File: src/rtl/pipeline_control.sv
// Pipeline hazard/flush/memory-wait controller: combinational stall and flush
// strobes from a four-state FSM, registered redirect, status and counters.
`ifndef REG_ADDR_SIZE
`define REG_ADDR_SIZE 4
`endif
`ifndef ADDR_SIZE
`define ADDR_SIZE 31
`endif
`ifndef OP_LOAD
`define OP_LOAD 5'd0
`endif

module pipeline_control #(
    parameter int unsigned FLUSH_CYCLES = 2,
    parameter int unsigned MEM_TIMEOUT  = 255
) (
    input  logic                    clk,
    input  logic                    reset,
    input  logic                    dec_valid,
    input  logic                    dec_rs1_used,
    input  logic                    dec_rs2_used,
    input  logic [`REG_ADDR_SIZE:0] dec_rs1,
    input  logic [`REG_ADDR_SIZE:0] dec_rs2,
    input  logic                    ex_valid,
    input  logic [4:0]              ex_opcode,
    input  logic [`REG_ADDR_SIZE:0] ex_rd,
    input  logic                    flush_req,
    input  logic [`ADDR_SIZE:0]     flush_addr,
    input  logic                    halt_in,
    input  logic                    mem_busy,
    output logic                    stall_fetch,
    output logic                    stall_decode,
    output logic                    stall_execute,
    output logic                    flush_fetch,
    output logic                    flush_decode,
    output logic                    redirect_valid,
    output logic [`ADDR_SIZE:0]     redirect_addr,
    output logic                    halted,
    output logic                    mem_timeout_err,
    output logic [2:0]              state,
    output logic [15:0]             stall_count,
    output logic [15:0]             flush_count
);

    typedef enum logic [2:0] {
        RUN      = 3'd0,
        FLUSH    = 3'd1,
        MEM_WAIT = 3'd2,
        HALT     = 3'd3
    } state_t;

    localparam logic [3:0] FLUSH_LOAD = 4'(FLUSH_CYCLES - 1);
    localparam logic [7:0] MEM_LIMIT  = 8'(MEM_TIMEOUT);

    state_t     cur_state, nxt_state;
    logic [3:0] flush_cnt, flush_cnt_nxt;
    logic [7:0] mem_cnt, mem_cnt_nxt;
    logic       load_use, flush_take, timeout_hit;

    assign load_use = ex_valid && (ex_opcode == `OP_LOAD) && (ex_rd != '0) && dec_valid &&
                      ((dec_rs1_used && (dec_rs1 == ex_rd)) ||
                       (dec_rs2_used && (dec_rs2 == ex_rd)));

    always_comb begin
        nxt_state     = cur_state;
        flush_cnt_nxt = flush_cnt;
        mem_cnt_nxt   = mem_cnt;
        flush_take    = 1'b0;
        timeout_hit   = 1'b0;
        stall_fetch   = 1'b0;
        stall_decode  = 1'b0;
        stall_execute = 1'b0;
        flush_fetch   = 1'b0;
        flush_decode  = 1'b0;
        // Strobes are forced low during reset; the register block handles state.
        if (!reset) begin
            case (cur_state)
                RUN: begin
                    if (halt_in) begin
                        nxt_state = HALT;
                    end else if (mem_busy) begin
                        stall_fetch   = 1'b1;
                        stall_decode  = 1'b1;
                        stall_execute = 1'b1;
                        nxt_state     = MEM_WAIT;
                        mem_cnt_nxt   = '0;
                    end else if (flush_req && ex_valid) begin
                        flush_fetch   = 1'b1;
                        flush_decode  = 1'b1;
                        flush_take    = 1'b1;
                        nxt_state     = FLUSH;
                        flush_cnt_nxt = FLUSH_LOAD;
                    end else if (load_use) begin
                        stall_fetch  = 1'b1;
                        stall_decode = 1'b1;
                    end
                end
                FLUSH: begin
                    flush_fetch  = 1'b1;
                    flush_decode = 1'b1;
                    if (halt_in) begin
                        nxt_state = HALT;
                    end else if (mem_busy) begin
                        stall_fetch   = 1'b1;
                        stall_decode  = 1'b1;
                        stall_execute = 1'b1;
                        nxt_state     = MEM_WAIT;
                        mem_cnt_nxt   = '0;
                    end else if (flush_cnt == '0) begin
                        nxt_state = RUN;
                    end else begin
                        flush_cnt_nxt = flush_cnt - 4'd1;
                    end
                end
                MEM_WAIT: begin
                    stall_fetch   = 1'b1;
                    stall_decode  = 1'b1;
                    stall_execute = 1'b1;
                    if (halt_in) begin
                        nxt_state = HALT;
                    end else if (!mem_busy) begin
                        nxt_state = RUN;
                    end else if (mem_cnt == MEM_LIMIT) begin
                        timeout_hit = 1'b1;
                        nxt_state   = HALT;
                    end else begin
                        mem_cnt_nxt = mem_cnt + 8'd1;
                    end
                end
                HALT: begin
                    stall_fetch   = 1'b1;
                    stall_decode  = 1'b1;
                    stall_execute = 1'b1;
                end
                default: nxt_state = RUN;
            endcase
        end
    end

    always_ff @(posedge clk) begin
        if (reset) begin
            cur_state       <= RUN;
            flush_cnt       <= '0;
            mem_cnt         <= '0;
            redirect_valid  <= 1'b0;
            redirect_addr   <= '0;
            halted          <= 1'b0;
            mem_timeout_err <= 1'b0;
            stall_count     <= '0;
            flush_count     <= '0;
        end else begin
            cur_state      <= nxt_state;
            flush_cnt      <= flush_cnt_nxt;
            mem_cnt        <= mem_cnt_nxt;
            redirect_valid <= flush_take;
            halted         <= (nxt_state == HALT);
            if (flush_take)
                redirect_addr <= flush_addr;
            if (timeout_hit)
                mem_timeout_err <= 1'b1;
            if (stall_fetch && (stall_count != '1))
                stall_count <= stall_count + 16'd1;
            if (flush_take && (flush_count != '1))
                flush_count <= flush_count + 16'd1;
        end
    end

    assign state = cur_state;

endmodule

File: config.mk
export PLATFORM = sky130hd
export DESIGN_NAME = pipeline_control
export DESIGN_NICKNAME = d
export VERILOG_FILES = /design/src/rtl/pipeline_control.sv
export SDC_FILE = /design/constraint.sdc
export NUM_CORES = 1
export LEC_CHECK = 0
export ABC_AREA = 1
export ABC_CLOCK_PERIOD_IN_PS = 2080
export BUFFER_PORTS_ARGS = -buffer_cell sky130_fd_sc_hd__buf_4
export CAP_MARGIN = 20
export CORE_MARGIN = 8
export CORE_UTILIZATION = 44
export DETAILED_ROUTE_END_ITERATION = 8
export PLACE_DENSITY = 0.71
export RECOVER_POWER = 100
export SLEW_MARGIN = 20
export SYNTH_ARGS = -nofsm -noshare
export SYNTH_HDL_FRONTEND = slang
export SYNTH_SLANG_ARGS = --single-unit
File: constraint.sdc
create_clock -name clk -period 2.08 [get_ports clk]
set_clock_uncertainty 0.1 [all_clocks]
set_input_delay 0 -clock clk [delete_from_list [all_inputs] [get_ports clk]]
set_output_delay 0 -clock clk [all_outputs]
set_load 0.02 [all_outputs]
==> impl_metrics.yaml <==
status:
  status: "complete, no violations"
setup_path:
  critPathSlowestCell: "dfxtp_1"
  cpMostUsedCell: "nand2_1"
  cp-end-kind: "output port"
  critPathBufInv: 4
  critPathKind: "register to output port"
  cp_slowest_stage_delay_ps: 360
  path_delay_family: "buffers and inverters"
  path_max_fanout: 20
  critPathLaunchType: "register"
  crit_chain: "inv_1 > nand2_1 > nor2_2 > a22oi_1 > nand2_1 > buf_6 > nand2_1 > inv_1 > buf_4"
  crit_arrival_ps: 1840
  required_ps: 1980
route:
  routed_wl_um: 11600
  drtPass1Iterations: 4
  drt_iter0_drc: 195
  vias: 4349
  antenna_left: 0
  drc: 0
  wl_per_cell_um: 12.9
  viasPerCell: 4.83
cts:
  cts-root-buf: "clkbuf_8"
  cts.sinks: 82
  cts_buffers: 9
  insertion_delay_ps: 350
  cts_tree: "done"
  clockBufferDepth: 2
  h-tree-depth: 3
  path_clk_slew_ps: 90
synthesis:
  synth_edf_count: 0
  netlist_top_cells_count: "181 x nand2_1, 82 x dfxtp_1, 79 x inv_1"
  yosys_warnings: 0
  synth.avg_cell_area_um2: 6.66
  synth_cells: 620
  yosysSeqAreaShare_pct: 39.7
  ys_types: 39
  synthFlopType: "dfxtp_1"
  yosysTopAreaCell: "dfxtp_1"
  synth_most_common_cell: "nand2_1"
  synth-seq-cells: 82
  syn-num-nets: 686
  ys_top_cells_by_area: "dfxtp_1 40%, nand2_1 16%, nand3_1 7.4%"
  synth_top_cell_area_share_pct: 39.7
  async_reset_ff_share_pct: 0
  synth_area_um2: 4130
pwr:
  power_mw: 3.30
  p_per_area_nw_per_um2: 589
  ir_worst_vdd_uv: 426
  p_leak_nw: 2.58
layout:
  syn2layout_area_growth_pct: 35.7
  finalNonFillerCells: 901
  final_nets: 852
  nFillCells: 882
  utilization_pct: 61.0
  n_antenna_cell: 0
  drive_gt1_share_pct: 15.9
  regArea_um2: 1650
  final_cell_area_um2: 5610
  multi_input_area_um2: 2100
global_routing:
  grt_overflow: 0
  grt_pass1_wl_um: 19200
  antenna_found_initial: 0
  track_usage_pct: 18.0
  grt_max_degree: 83
  grt_pass1_vias: 4252
place:
  dp_hpwl_um: 8240
  placed_area_um2: 5250
  portBuffers: 135
  place_congestion: 0.853
  dp.cells: 850
worst_hold_path:
  hp-class: "primary input to register"
timing:
  tightest_slew_ps: 640
  hold_violations: 0
  finalSetupViolations: 0
  max_freq_ghz: 0.516
  finalCriticalPeriod_ps: 1940
  slew_viol_final: 0
  fin_crit_sh_pct: 93.2
  slew_headroom_pct: 57.3
floorplan:
  ios: 136
  die_w_um: 113
  die_h_um: 113
  coreArea_um2: 9200
  die_area_um2: 12700
  start_util_pct: 44.9
  rows: 35
job:
  maxCapViolations: 0
worst reg2reg max path, cell delays in order (launching register included):
cell and delay [ps]:
dfxtp_2 350, ha_1 170, nand2_1 110, nor3_4 230, nand3_1 140, nor2_2 130, nor2_1 70, nand2_1 80
nand2_2 100, nand2_1 120, xor2_1 160, nor2_1 60
layout make-up:
type                            instances  area share, %
Clock buffer                            9           2.21
Clock inverter                          6           1.61
Inverter                               87           5.82
Multi-Input combinational cell        430           37.5
Sequential cell                        82           29.4
Tap cell                              111           2.48
Timing Repair Buffer                  176           21.0
routing by layer:
layer / track usage, % / up-vias / wire length, um
li1: - / 2288 / -
met1: 20.3 / 1935 / 4960
met2: 30.5 / 119 / 5530
met3: 8.31 / 7 / 1040
met4: 4.09 / 0 / 79
met5: 0 / - / 0
through the flow:
stage	hold slack (ps)	setup slack (ps)	setup TNS [ps]
after floorplan	10.6	197	0
final	186	142	0
after global placement	93.8	242	0
after global routing	222	-37.0	-60.6
after detailed placement	98.0	131	0
after CTS	175	98.1	0
placed cells by master (no fill, tap or decap), types with 5 or more instances in the layout:
cell             n
nand2_1        181
inv_1           78
dfxtp_1         78
buf_4           69
nor2_1          68
clkbuf_1        68
nand3_1         61
dlygate4sd3_1   35
a21oi_1         19
o21ai_0         16
nor3_1          15
nand4_1         14
clkbuf_8         9
inv_2            8
nor2_2           5
xor2_1           5
ha_1             5
what timing repair did:
action,in CTS,in global routing
endpoints found under the hold margin,46,0
endpoints found under the setup margin,0,16
setup buffers,0,1
gates resized for setup,0,12
hold buffers,35,0
state kept, by name, summed over array words and instances, names as in the netlist:
name             flops
redirect_valid       1
mem_cnt              8
stall_count         16
mem_timeout_err      1
flush_cnt            4
halted               1
state                3
flush_count         16
redirect_addr       32
logic make-up after synthesis:
logic type / share of synthesized area (%)
DFF: 39.7
xor gates and xnor gates: 1.70
and+or+nand+nor: 40.4
buffers and inverters: 10.1
AOI/OAI and AO/OA: 6.45
adders and majority gates: 1.51
other: 0.0908
power by group:
| part | total (mW) | switching [mW] | internal [mW] |
|---|---|---|---|
| clock | 1.26 | 0.588 | 0.673 |
| combinational | 0.423 | 0.229 | 0.194 |
| sequential | 1.62 | 0.0241 | 1.60 |
| total | 3.30 | 0.841 | 2.46 |
final timing paths:
| path | startpoint | endpoint | depth (start not counted) | slack, ps |
|---|---|---|---|---|
| setup reg to reg | mem_cnt[0] | mem_cnt[3] | 11 | 140 |
| setup / recovery | state[2] | stall_decode | 9 | 140 |
| hold / removal | flush_req | redirect_valid | 5 | 190 |
| hold reg to reg | mem_cnt[4] | mem_cnt[4] | 2 | 350 |
Note: power is estimated with default switching activity, not from simulation.
